$ cat config.mk
export PLATFORM = sky130hd
export DESIGN_NAME = control_sumador_bcd
export DESIGN_NICKNAME = d
export VERILOG_FILES = /design/src/rtl/control_sumador_pkg.sv /design/src/rtl/registro_operando_bcd.sv /design/src/rtl/control_sumador_bcd.sv
export SDC_FILE = /design/constraint.sdc
export NUM_CORES = 1
export LEC_CHECK = 0
export CORE_MARGIN = 2
export CORE_UTILIZATION = 40
export CTS_BUF_LIST = sky130_fd_sc_hd__clkbuf_8
export DETAILED_ROUTE_END_ITERATION = 7
export PLACE_DENSITY = 0.67
export SKIP_CTS_REPAIR_TIMING = 1
export SYNTH_ARGS = -nofsm -noshare
export SYNTH_HDL_FRONTEND = slang
export SYNTH_SLANG_ARGS = --single-unit
export TNS_END_PERCENT = 50
$ cat constraint.sdc
create_clock -name clk -period 5.15 [get_ports clk]
set_clock_uncertainty 0.2 [all_clocks]
set_input_delay 1.2875 -clock clk [delete_from_list [all_inputs] [get_ports clk]]
set_output_delay 1.2875 -clock clk [all_outputs]
set_load 0.02 [all_outputs]
$ cat src/rtl/control_sumador_pkg.sv
`default_nettype none
// ============================================================================
// Package     : control_sumador_pkg
// Description : Shared types, key codes and helpers for the keypad-to-BCD-adder
//               sequencing controller (control_sumador_bcd).
// Contents    : state_t      - controller state encoding
//               KEY_ENTER    - keypad code for ENTER
//               KEY_CLR      - keypad code for CLR
//               DIGIT_BLANK  - digit code rendered blank by display_mux
//               DISP_ERR     - display pattern shown on timeout
//               is_digit     - true for key codes 0..9
//               blank_leading- replaces leading zero digits (not the LSD)
// Revision    : 1.0 - initial release
// ============================================================================
package control_sumador_pkg;

  typedef enum logic [2:0] {
    ENTRY_A   = 3'd0,
    ENTRY_B   = 3'd1,
    LAUNCH_LD = 3'd2,
    LAUNCH_GO = 3'd3,
    WAIT_SUM  = 3'd4,
    SHOW      = 3'd5
  } state_t;

  localparam logic [3:0]  KEY_ENTER   = 4'hA;
  localparam logic [3:0]  KEY_CLR     = 4'hC;
  localparam logic [3:0]  DIGIT_BLANK = 4'hF;
  localparam logic [15:0] DISP_ERR    = 16'hEEEE;

  function automatic logic is_digit(input logic [3:0] key);
    return (key <= 4'd9);
  endfunction

  // Walk from the MSD down; every zero digit until the first non-zero one is
  // blanked. The LSD is never blanked so a zero value still shows "0".
  function automatic logic [15:0] blank_leading(input logic [15:0] value);
    logic [15:0] result;
    logic        leading;
    result  = value;
    leading = 1'b1;
    for (int i = 3; i >= 1; i--) begin
      if (leading && (value[4*i +: 4] == 4'h0)) begin
        result[4*i +: 4] = DIGIT_BLANK;
      end else begin
        leading = 1'b0;
      end
    end
    return result;
  endfunction

endpackage
`default_nettype wire

$ cat src/rtl/registro_operando_bcd.sv
`default_nettype none
// ============================================================================
// Module      : registro_operando_bcd
// Description : NUM_DIGITS-digit BCD operand shift register. A new digit enters
//               at the LSD and the operand moves up one digit. Digits arriving
//               once NUM_DIGITS are held are dropped. clr_i and shift_i may be
//               asserted together: the register is cleared and the digit is
//               then taken as the first digit of a fresh entry.
// Ports       : clk      - system clock
//               rst      - synchronous reset, active-high
//               clr_i    - clear operand and digit counter
//               shift_i  - shift digit_i into the LSD
//               digit_i  - BCD digit to enter
//               value_o  - operand, MSD in the highest nibble
// Revision    : 1.0 - initial release
// ============================================================================
module registro_operando_bcd #(
  parameter int NUM_DIGITS = 3
) (
  input  logic                    clk,
  input  logic                    rst,
  input  logic                    clr_i,
  input  logic                    shift_i,
  input  logic [3:0]              digit_i,
  output logic [4*NUM_DIGITS-1:0] value_o
);

  localparam int W  = 4 * NUM_DIGITS;
  localparam int CW = $clog2(NUM_DIGITS + 1);

  logic [W-1:0]  value_q, value_d;
  logic [CW-1:0] count_q, count_d;
  logic [W-1:0]  value_base;
  logic [CW-1:0] count_base;
  logic [W-1:0]  value_shifted;
  logic          full;

  // A single-digit operand has nothing to shift up.
  generate
    if (NUM_DIGITS == 1) begin : g_single_digit
      assign value_shifted = digit_i;
    end else begin : g_multi_digit
      assign value_shifted = {value_base[W-5:0], digit_i};
    end
  endgenerate

  always_comb begin
    value_base = clr_i ? '0 : value_q;
    count_base = clr_i ? '0 : count_q;
    full       = (count_base == CW'(NUM_DIGITS));
    value_d    = value_base;
    count_d    = count_base;
    if (shift_i && !full) begin
      value_d = value_shifted;
      count_d = count_base + CW'(1);
    end
  end

  always_ff @(posedge clk) begin
    if (rst) begin
      value_q <= '0;
      count_q <= '0;
    end else begin
      value_q <= value_d;
      count_q <= count_d;
    end
  end

  assign value_o = value_q;

endmodule
`default_nettype wire

$ cat src/rtl/control_sumador_bcd.sv
`default_nettype none
// ============================================================================
// Module      : control_sumador_bcd
// Description : Sequencing controller between the 4x4 keypad reader and the
//               3-digit BCD adder. Builds operands A and B from key events,
//               pulses load then start_conv, waits for ready, latches the sum
//               and drives the display multiplexer.
// Options     : CONTROL_SUMADOR_LEADING_BLANK_EN - when defined, leading zero
//               digits on disp_bcd (except the LSD) are shown blank (4'hF).
// Ports       : clk        - system clock
//               rst        - synchronous reset, active-high
//               key_value  - key code from keypad reader
//               key_valid  - one-cycle strobe, key_value valid
//               sum_bcd    - adder result {d3,d2,d1,d0}
//               ready      - adder result valid (level)
//               a_bcd      - operand A, MSD highest
//               b_bcd      - operand B, MSD highest
//               load       - one-cycle operand load strobe
//               start_conv - one-cycle start strobe
//               disp_bcd   - 4 digit codes to display_mux
//               busy       - high while an addition is in flight
//               err        - timeout flag
// Revision    : 1.0 - initial release
// ============================================================================
module control_sumador_bcd
  import control_sumador_pkg::*;
#(
  parameter int NUM_DIGITS     = 3,
  parameter int TIMEOUT_CYCLES = 1024
) (
  input  logic                    clk,
  input  logic                    rst,
  input  logic [3:0]              key_value,
  input  logic                    key_valid,
  input  logic [15:0]             sum_bcd,
  input  logic                    ready,
  output logic [4*NUM_DIGITS-1:0] a_bcd,
  output logic [4*NUM_DIGITS-1:0] b_bcd,
  output logic                    load,
  output logic                    start_conv,
  output logic [15:0]             disp_bcd,
  output logic                    busy,
  output logic                    err
);

  localparam int TW = $clog2(TIMEOUT_CYCLES + 1);

  state_t        state_q, state_d;
  logic [TW-1:0] tmo_q, tmo_d;
  logic          err_q, err_d;
  logic [15:0]   res_q, res_d;
  logic [15:0]   disp_q, disp_d;

  logic a_clr, a_shift, b_clr, b_shift;
  logic key_digit, key_enter, key_clr;

  assign key_digit = key_valid && is_digit(key_value);
  assign key_enter = key_valid && (key_value == KEY_ENTER);
  assign key_clr   = key_valid && (key_value == KEY_CLR);

  registro_operando_bcd #(.NUM_DIGITS(NUM_DIGITS)) u_reg_a (
    .clk     (clk),
    .rst     (rst),
    .clr_i   (a_clr),
    .shift_i (a_shift),
    .digit_i (key_value),
    .value_o (a_bcd)
  );

  registro_operando_bcd #(.NUM_DIGITS(NUM_DIGITS)) u_reg_b (
    .clk     (clk),
    .rst     (rst),
    .clr_i   (b_clr),
    .shift_i (b_shift),
    .digit_i (key_value),
    .value_o (b_bcd)
  );

  function automatic logic [15:0] fmt_view(input logic [15:0] value);
`ifdef CONTROL_SUMADOR_LEADING_BLANK_EN
    return blank_leading(value);
`else
    return value;
`endif
  endfunction

  // --------------------------------------------------------------------------
  // State and datapath registers
  // --------------------------------------------------------------------------
  always_ff @(posedge clk) begin
    if (rst) begin
      state_q <= ENTRY_A;
      tmo_q   <= '0;
      err_q   <= 1'b0;
      res_q   <= '0;
      disp_q  <= '0;
    end else begin
      state_q <= state_d;
      tmo_q   <= tmo_d;
      err_q   <= err_d;
      res_q   <= res_d;
      disp_q  <= disp_d;
    end
  end

  // --------------------------------------------------------------------------
  // Next-state and operand control
  // --------------------------------------------------------------------------
  always_comb begin
    state_d = state_q;
    tmo_d   = tmo_q;
    err_d   = err_q;
    res_d   = res_q;
    a_clr   = 1'b0;
    a_shift = 1'b0;
    b_clr   = 1'b0;
    b_shift = 1'b0;
    case (state_q)
      ENTRY_A: begin
        if (key_clr) begin
          a_clr = 1'b1;
        end else if (key_enter) begin
          state_d = ENTRY_B;
          b_clr   = 1'b1;
        end else if (key_digit) begin
          a_shift = 1'b1;
        end
      end
      ENTRY_B: begin
        if (key_clr) begin
          state_d = ENTRY_A;
          a_clr   = 1'b1;
          b_clr   = 1'b1;
        end else if (key_enter) begin
          state_d = LAUNCH_LD;
        end else if (key_digit) begin
          b_shift = 1'b1;
        end
      end
      LAUNCH_LD: begin
        state_d = LAUNCH_GO;
      end
      LAUNCH_GO: begin
        state_d = WAIT_SUM;
        tmo_d   = '0;
      end
      WAIT_SUM: begin
        tmo_d = tmo_q + TW'(1);
        if (key_clr) begin
          state_d = ENTRY_A;
          a_clr   = 1'b1;
          b_clr   = 1'b1;
          res_d   = '0;
          err_d   = 1'b0;
          tmo_d   = '0;
        end else if (ready && (tmo_q != '0)) begin
          // tmo_q == 0 marks the first WAIT_SUM cycle, where ready may still
          // be left over from the previous addition.
          res_d   = sum_bcd;
          state_d = SHOW;
        end else if (tmo_q == TW'(TIMEOUT_CYCLES - 1)) begin
          err_d   = 1'b1;
          state_d = SHOW;
        end
      end
      SHOW: begin
        if (key_clr) begin
          state_d = ENTRY_A;
          a_clr   = 1'b1;
          b_clr   = 1'b1;
          err_d   = 1'b0;
        end else if (key_digit) begin
          // The digit that leaves SHOW is the first digit of the new A.
          state_d = ENTRY_A;
          a_clr   = 1'b1;
          a_shift = 1'b1;
          err_d   = 1'b0;
        end
      end
      default: begin
        state_d = ENTRY_A;
      end
    endcase
  end

  // --------------------------------------------------------------------------
  // Display selection, registered so it follows state/operands by one cycle
  // --------------------------------------------------------------------------
  always_comb begin
    disp_d = disp_q;
    case (state_q)
      ENTRY_A: disp_d = fmt_view(16'(a_bcd));
      ENTRY_B: disp_d = fmt_view(16'(b_bcd));
      SHOW:    disp_d = err_q ? DISP_ERR : fmt_view(res_q);
      default: disp_d = disp_q;
    endcase
  end

  // --------------------------------------------------------------------------
  // Outputs
  // --------------------------------------------------------------------------
  always_comb begin
    load       = (state_q == LAUNCH_LD);
    start_conv = (state_q == LAUNCH_GO);
    busy       = (state_q == LAUNCH_LD) || (state_q == LAUNCH_GO) ||
                 (state_q == WAIT_SUM);
  end

  assign err      = err_q;
  assign disp_bcd = disp_q;

endmodule
`default_nettype wire

Word-level counts from Yosys, hierarchy flattened
Index checks and enable logic that the tools add are counted.
{"block": "classes", "bitwise": 0, "reduce_logical": 23, "n_eq_ne": 17, "n_mul": 0, "n_addsub": 3, "n_shift": 0, "div_mod_pow": 0, "mux": 42, "magnitude_cmp": 1}
{"cell": "$mux 12", "n": 4}
{"cell": "$mux 16", "n": 3}
{"cell": "$pmux 16 s3", "n": 1}
{"cell": "$mux 3", "n": 9}
{"cell": "$pmux 11 s2", "n": 1}
{"cell": "$pmux 3 s6", "n": 1}
{"cell": "$mux 1", "n": 14}
{"cell": "$ne 3x3->1 const B", "n": 4}
{"cell": "$add 11x1->11 const B", "n": 1}
{"cell": "$eq 11x10->1 const B", "n": 1}
{"cell": "$mux 11", "n": 1}
{"cell": "$reduce_bool 11->1", "n": 1}
{"cell": "$reduce_bool 2->1", "n": 5}
{"cell": "$eq 4x4->1 const B", "n": 2}
{"cell": "$mux 2", "n": 4}
{"cell": "$pmux 1 s2", "n": 4}
{"cell": "$eq 3x2->1 const B", "n": 2}
{"cell": "$eq 3x3->1 const B", "n": 2}
{"cell": "$logic_and 1x1->1", "n": 6}
{"cell": "$reduce_or 3->1", "n": 2}
{"cell": "$reduce_and 5->1", "n": 1}
{"cell": "$add 2x1->2 const B", "n": 2}
{"cell": "$eq 2x2->1 const B", "n": 2}
{"cell": "$le 4x4->1 const B", "n": 1}
{"cell": "9 further kinds", "n": 12}
{"block": "word_totals", "register_bits": 75, "inputBits": 24, "wordCells": 97, "mem_count": 0, "mem_bits_rw": 0, "latchBits": 0, "out_inout_bits": 44, "romBits": 0}

Depth between registers and ports, before layout
Gate-level depths: netlist of the first run.
{"block": "logic_depth", "depth_word": 10, "ltp_mapped": 9, "depth_no_buf": 8}

Hierarchy
A second synthesis of the first run with hierarchy kept.
{"block": "hier_totals", "hier_cells": 411, "hier_area_um2": 3569.7}
{"module": "control_sumador_bcd", "seq_area_each_um2": 940.9, "area_per_inst_um2": 2358.5, "n_inst": 1, "cells_each": 283}
{"module": "registro_operando_bcd", "seq_area_each_um2": 280.3, "area_per_inst_um2": 605.6, "n_inst": 2, "cells_each": 64}

Worst setup path after synthesis of the first run
Ideal clock, no wire load.
{"block": "synth_path", "path_type": "input -> register", "start": "input port key_value[0]", "end": "register u_reg_a.value_q[10] (netlist: u_reg_a.value_o[10])", "t_required_ps": 4826, "path_slack_ps": 1386, "path_buffers": 1, "arrival_time_ps": 3439, "cell_stages": 9, "setup_time_ps": 124, "path_cell_list": "nand3b_2 -> or2_2 -> a21oi_1 -> nor2b_1 -> ha_1 -> a2111oi_4 -> buf_6 -> mux2i_1 -> nor2_1"}
{"block": "synth_via", "elab_chain_len": 10, "word_cells_on_any_way": 21, "classes_between": "order compare: 1; eq/ne: 3; mux: 11; reduce/logical: 6"}
{"element": "start, declared", "line_no": "control_sumador_bcd.sv:33", "text": "input logic [3:0] key_value,"}
{"element": "$le 4x4->1", "line_no": "control_sumador_pkg.sv:32", "text": "return (key <= 4'd9);"}
{"element": "$logic_and 1x1->1", "line_no": "control_sumador_bcd.sv:57", "text": "assign key_digit = key_valid && is_digit(key_value);"}
{"element": "$mux 1", "line_no": "control_sumador_bcd.sv:125, control_sumador_bcd.sv:172"}
{"element": "$mux 1", "line_no": "control_sumador_bcd.sv:167", "text": "if (key_clr) begin"}
{"element": "$pmux 1 s2", "line_no": "control_sumador_bcd.sv:118", "text": "case (state_q)"}
{"element": "$mux 2", "line_no": "registro_operando_bcd.sv:49", "text": "count_base = clr_i ? '0 : count_q;"}
{"element": "$eq 2x2->1", "line_no": "registro_operando_bcd.sv:50", "text": "full = (count_base == CW'(NUM_DIGITS));"}
{"element": "$logic_not 1->1", "line_no": "registro_operando_bcd.sv:53", "text": "if (shift_i && !full) begin"}
{"element": "$logic_and 1x1->1", "line_no": "registro_operando_bcd.sv:53"}
{"element": "$mux 12 / $reduce_bool 2->1 (equally long branches)"}
{"element": "end signal, assigned", "line_no": "registro_operando_bcd.sv:64", "text": "value_q <= value_d;"}
{"element": "end, declared", "line_no": "registro_operando_bcd.sv:31", "text": "logic [W-1:0] value_q, value_d;"}
Parallel ways exist; a longest one is shown, timed or not. The select of a mux whose other input is x is not followed.
A chain may end at the register's enable or synchronous reset.

Final worst setup path of the first run
{"block": "layout_path", "start": "register state_q[1]", "end": "output port busy"}
{"block": "layout_via", "elab_chain_len": 3, "word_cells_on_any_way": 5, "classes_between": "eq/ne: 3; reduce/logical: 2"}
{"element": "start, declared", "line_no": "control_sumador_bcd.sv:48", "text": "state_t state_q, state_d;"}
{"element": "start signal, assigned", "line_no": "control_sumador_bcd.sv:98", "text": "state_q <= state_d;"}
{"element": "$eq 3x2->1", "line_no": "control_sumador_bcd.sv:205", "text": "busy = (state_q == LAUNCH_LD) || (state_q == LAUNCH_GO) ||"}
{"element": "$logic_or 1x1->1", "line_no": "control_sumador_bcd.sv:205"}
{"element": "$logic_or 1x1->1 *", "line_no": "control_sumador_bcd.sv:205"}
{"element": "end, declared", "line_no": "control_sumador_bcd.sv:42", "text": "output logic busy,"}
Every way passes the cells marked *; elsewhere a longest branch is shown, timed or not.

==> out/results.txt, run 1 <==
number of global-route vias before repair: 2613
drt total wl: 8.475 mm
type of the worst setup path: reg2out
post-synthesis mux area share: 5.627%
clock sink count: 75
Hold Vio Cnt, Final: 0
initial antenna violation count: 0
total grt overflow: 0
Core ar.: 8258 um2
Pleak: 1.556 nW
largest net degree at the start of global routing: 30
GRT Overall Usage: 18.95%
sequential area share after synthesis: 43.84%
Setup TNS: 0 ns
GP Congestion: 0.8394
post-synthesis cell type count: 59
synth warn: 0
root cell of the clock tree: clkbuf_8
area growth from synthesis to layout: 27.18%
routed vias: 2965
layout cells sized above 1: 9.492%
Max-slew headroom: 33.63%
Crit Path Max Fanout: 29
fin nets: 477
Cells after Synth: 389
Pwr Total: 1.172 mW
post-synthesis register bit count: 75
post-synthesis adder-cell area fraction: 1.461%
routed wire length per instance: 15.19 um
Peak Freq: 0.2409 GHz
DRC: 0
Syn Nets: 417
Avg Cell Area, Syn: 8.803 um2
utilization after layout: 52.74%
Rows: 33
cell total after placement: 543
top-area cell type share of the netlist area: 43.84%
Final Cycle Share: 80.60%
Die Height: 96.53 um
Reg area: 1501 um2
crit path capture type: output port
simple-gate portion of the synthesized area: 25.03%
Initial Util: 41.47%
# diodes: 0
commonest non-fill, non-tap cells in the layout: dfxtp_1, clkdlybuf4s50_1, nor2_1, nand2_1, a21oi_1
first-pass GRT wire length: 13.47 mm
RSZ-0062 raised after global routing: no
Max Buffers Root-to-Sink: 2
die area: 9317 um2
number of filler cells placed in the layout: 768
EDFF count, synth: 0
TritonCTS Buffers: 9
area leader, netlist: dfxtp_1
final-report setup violation count: 0
Finished Cell Area: 4355 um2
minimum clock period: 4.151 ns
drt pass-1 iters: 4
Synth Area in Compound Gates: 19.66%
slack of the critical path: 0.9991 ns
Synth Area in XOR/XNOR: 0.5115%
most common cell after layout, fill and taps aside: dfxtp_1
I/O Buffers: 67
Main synth FF type: dfxtp_1
die width: 96.53 um
hold_ws: 0.2553 ns
outcome: finished, final reports clean
area occupied by multi-input gates: 1790 um2
# IOs: 68
max-slew violations: 0
startpoint types: flip-flop
Area contributors post-synth: dfxtp_1, nor2_1, a21oi_1
largest family of logic cells by synthesized area: simple AND/OR/NAND/NOR gates
ANT nets after route: 0
Arrival @ worst endpoint: 2.66 ns
max_cap viols: 0
TritonCTS clock tree: built
DRT iter0 DRCs: 141
Vias/cell: 5.314
VDD IR-drop max: 0.1732 mV
DP Wirelength: 5.993 mm
Clk pin slew, worst setup/hold paths: 0.08 ns
post-synthesis cell area: 3425 um2
critical path required time: 3.66 ns
FFs w/ async S/R, synth: 0%
placed cell areas: 4141 um2
P per Cell Area: 269.1 nW/um2
final std cells w/o fill: 558
H-tree levels: 3
worst min-delay path category: reg2reg
worst slack, placed: 0.7178 ns
slew of the pin with the lowest slew margin: 0.9942 ns
clk_lat worst skew: 0.34 ns
-- power by group --
part           total [mW]  switching [mW]  internal [mW]
clock network       0.495           0.223          0.272
registers           0.593         0.00700          0.586
logic              0.0843          0.0422         0.0421
total                1.17           0.272          0.900
-- cell type report --
class / count / area share (%)
clock buffers: 9 / 2.844
clock inverters: 6 / 2.068
inverters: 4 / 0.3447
multi-input cells: 287 / 41.11
flip-flops and latches: 75 / 34.47
well taps: 105 / 3.016
repair buffers: 72 / 16.14
-- Yosys cell counts (3+ instances only) --
library cell	n
a311oi_1	4
or3_1	4
nand2b_1	7
a21oi_1	34
buf_2	4
mux2i_1	8
or2_2	3
a22o_1	16
a31oi_1	3
nor2_1	49
mux2_2	9
dfxtp_1	75
and2_1	4
a22oi_1	3
o21ai_1	8
clkbuf_1	14
nand3_1	12
nor3_1	16
o22a_1	9
o21ai_0	5
ha_1	4
or3b_1	6
inv_1	3
nand3b_1	3
nand2_1	42
a211oi_1	3
-- worst max-delay path, stage by stage (launching register included) --
cell,delay (ns)
dfxtp_1,0.98
or3b_1,0.27
nand2_1,0.20
or2_2,0.33
clkdlybuf4s50_1,0.53
-- per-layer routing --
layer / track usage [%] / wire (um)
met5: 0 / 0
met4: 6.690 / 122
met3: 3.957 / 363
met2: 26.10 / 3628
met1: 28.86 / 4360
-- path summary, 6_finish.rpt --
check,from,to,slack [ns],depth (start not counted)
worst min register to register,disp_bcd[14],disp_bcd[14],0.26,2
worst max register to register,state_q[0],u_reg_b.value_o[1],1.65,8
worst min-delay path,disp_bcd[14],disp_bcd[14],0.26,2
worst max-delay path,state_q[1],busy,1.0,4
-- cells by family after synthesis --
kind of cell,Yosys count
AND/OR/NAND/NOR,168
buffers and inverters,27
flip-flops,75
adder cells (fa/ha/maj),4
multiplexers,18
XOR/XNOR,2
AO/OA/AOI/OAI,95
-- registers in the layout (all words and copies together), names as in the netlist --
name	cells
res_q	16
u_reg_b.count_q	2
u_reg_b.value_o	12
state_q	3
err	1
tmo_q	11
u_reg_a.value_o	12
disp_bcd	16
u_reg_a.count_q	2
Power figures use the tool's default switching activity.
==> inputs of run 2 (changes only) <==
clock period = 4.3 ns   (was 5.15 ns; I/O delays follow)
==> run 2 against run 1 <==
  * Total power rose by 18%
  * Utilization rose by 0.12 points
  * Non-clock buffer count rose by 2
  * Design area rose by 0.23%
  * Register-to-register slack got worse by 0.75 ns
  * Sequential share of layout area fell by 0.079 points
  * Worst hold slack got worse by 0.00080 ns
  * Wire length rose by 3.8%
  * Critical path type unchanged
  * Critical endpoint unchanged
  * Largest cell class unchanged
  * Highest routed layer unchanged
==> out/results.txt, run 2 (synthesis results as in run 1) <==
Critical Path Max Stage Delay: 0.83 ns (-0.15 ns)
Die Height: 96.53 um (unchanged)
GRT Overall Usage: 19.76% (+0.81 points)
initial antenna violation count: 0 (unchanged)
Max Buffers Root-to-Sink: 2 (unchanged)
DRC: 0 (unchanged)
critical path required time: 3.02 ns (-0.64 ns)
Max-slew headroom: 26.54% (-7.1 points)
max_cap viols: 0 (unchanged)
Setup TNS: 0 ns (unchanged)
drt pass-1 iters: 4 (unchanged)
Final Cycle Share: 90.69%
largest net degree at the start of global routing: 29 (-3.3%)
first-pass GRT wire length: 14.10 mm (+4.7%)
final-report setup violation count: 0 (unchanged)
Pleak: 1.561 nW (+0.30%)
minimum clock period: 3.900 ns
H-tree levels: 3 (unchanged)
most common cell after layout, fill and taps aside: dfxtp_1
GP Congestion: 0.8313 (-0.96%)
Crit Path Max Fanout: 24 (-17%)
root cell of the clock tree: clkbuf_8
Clk pin slew, worst setup/hold paths: 0.08 ns (about the same)
outcome: finished, final reports clean
crit path capture type: output port
# IOs: 68 (unchanged)
type of the worst setup path: reg2out
number of filler cells placed in the layout: 793 (+3.3%)
CP Buf/Inv Count: 1 (unchanged)
cell total after placement: 545 (+0.37%)
P per Cell Area: 317.6 nW/um2 (+18%)
clk_lat worst skew: 0.35 ns (about the same)
routed wire length per instance: 15.69 um (+3.3%)
final std cells w/o fill: 561 (+0.54%)
max-slew violations: 0 (unchanged)
Crit path max-delay family: simple AND/OR/NAND/NOR gates
VDD IR-drop max: 0.1207 mV (-30%)
Peak Freq: 0.2564 GHz
Critical-path top delay cell: dfxtp_1
clock sink count: 75 (unchanged)
startpoint types: flip-flop
Rows: 33 (unchanged)
I/O Buffers: 67 (unchanged)
fin nets: 479 (+0.42%)
TritonCTS clock tree: built
Arrival @ worst endpoint: 2.62 ns (-0.04 ns)
slew of the pin with the lowest slew margin: 1.096 ns (+0.1018 ns)
hold_ws: 0.2545 ns (-0.0007980 ns)
total grt overflow: 0 (unchanged)
die width: 96.53 um (unchanged)
drt total wl: 8.800 mm (+3.8%)
Pwr Total: 1.387 mW (+18%)
layout cells sized above 1: 10.09% (+0.60 points)
ANT nets after route: 0 (unchanged)
Initial Util: 41.47% (unchanged)
area growth from synthesis to layout: 27.48%
die area: 9317 um2 (unchanged)
routed vias: 3019 (+1.8%)
worst path cell trace: or3b_1 -> nand2_1 -> or2_2 -> clkdlybuf4s50_1
worst min-delay path category: reg2reg
TritonCTS Buffers: 9 (unchanged)
DP Wirelength: 6.168 mm (+2.9%)
# diodes: 0 (unchanged)
Hold Vio Cnt, Final: 0 (unchanged)
DRT iter0 DRCs: 160 (+13%)
commonest non-fill, non-tap cells in the layout: dfxtp_1, clkdlybuf4s50_1, nor2_1, nand2_1, a21oi_1
number of global-route vias before repair: 2782 (+6.5%)
Core ar.: 8258 um2 (unchanged)
RSZ-0062 raised after global routing: no
Vias/cell: 5.381 (+1.3%)
==> run 2: where the power goes <==
group / internal (mW) / total [mW] / switching (mW)
Sequential: 0.702 / 0.710 / 0.00831
Clock: 0.289 / 0.574 / 0.285
Combinational: 0.0510 / 0.102 / 0.0510
Total: 1.04 / 1.39 / 0.345
==> run 2: path summary, 6_finish.rpt <==
kind | startpoint | to | slack [ns] | cells after the start
max | state_q[2] | busy | 0.40 | 4
min | disp_bcd[14] | disp_bcd[14] | 0.25 | 2
max reg2reg | state_q[0] | u_reg_b.value_o[2] | 0.90 | 8
min reg2reg | disp_bcd[14] | disp_bcd[14] | 0.25 | 2
==> run 2: stage by stage <==
step	utilization (%)	area [um2]	setup WS, ns
final	52.86	4365	0.4005
after floorplan	-	3425	0.7489
after global routing	52.86	4365	0.2531
after global placement	50.33	4156	0.3247
after CTS	52.86	4365	0.3852
after detailed placement	50.33	4156	0.2385
==> run 2: worst min-delay path: cells and delay by family (launching register included) <==
family | cells | cell delay [ns]
flops | 1 | 0.32
compound gates | 1 | 0.05
simple gates | 1 | 0.05
==> run 2: layer usage <==
layer / vias up / global-route usage, % / wire (um)
li1: 1519 / - / -
met1: 1404 / 29.15 / 4463
met2: 83 / 28.59 / 3783
met3: 13 / 3.103 / 399
met4: 0 / 8.099 / 154
met5: - / 0 / 0
==> run 2: cell type report <==
cell class	count	area [um2]	area share, %
flip-flops and latches	75	1501	34.39
clock buffers	10	137.6	3.153
multi-input cells	287	1790	41.01
well taps	105	131.4	3.009
repair buffers	74	718.2	16.45
clock inverters	6	71.32	1.634
inverters	4	15.01	0.3439
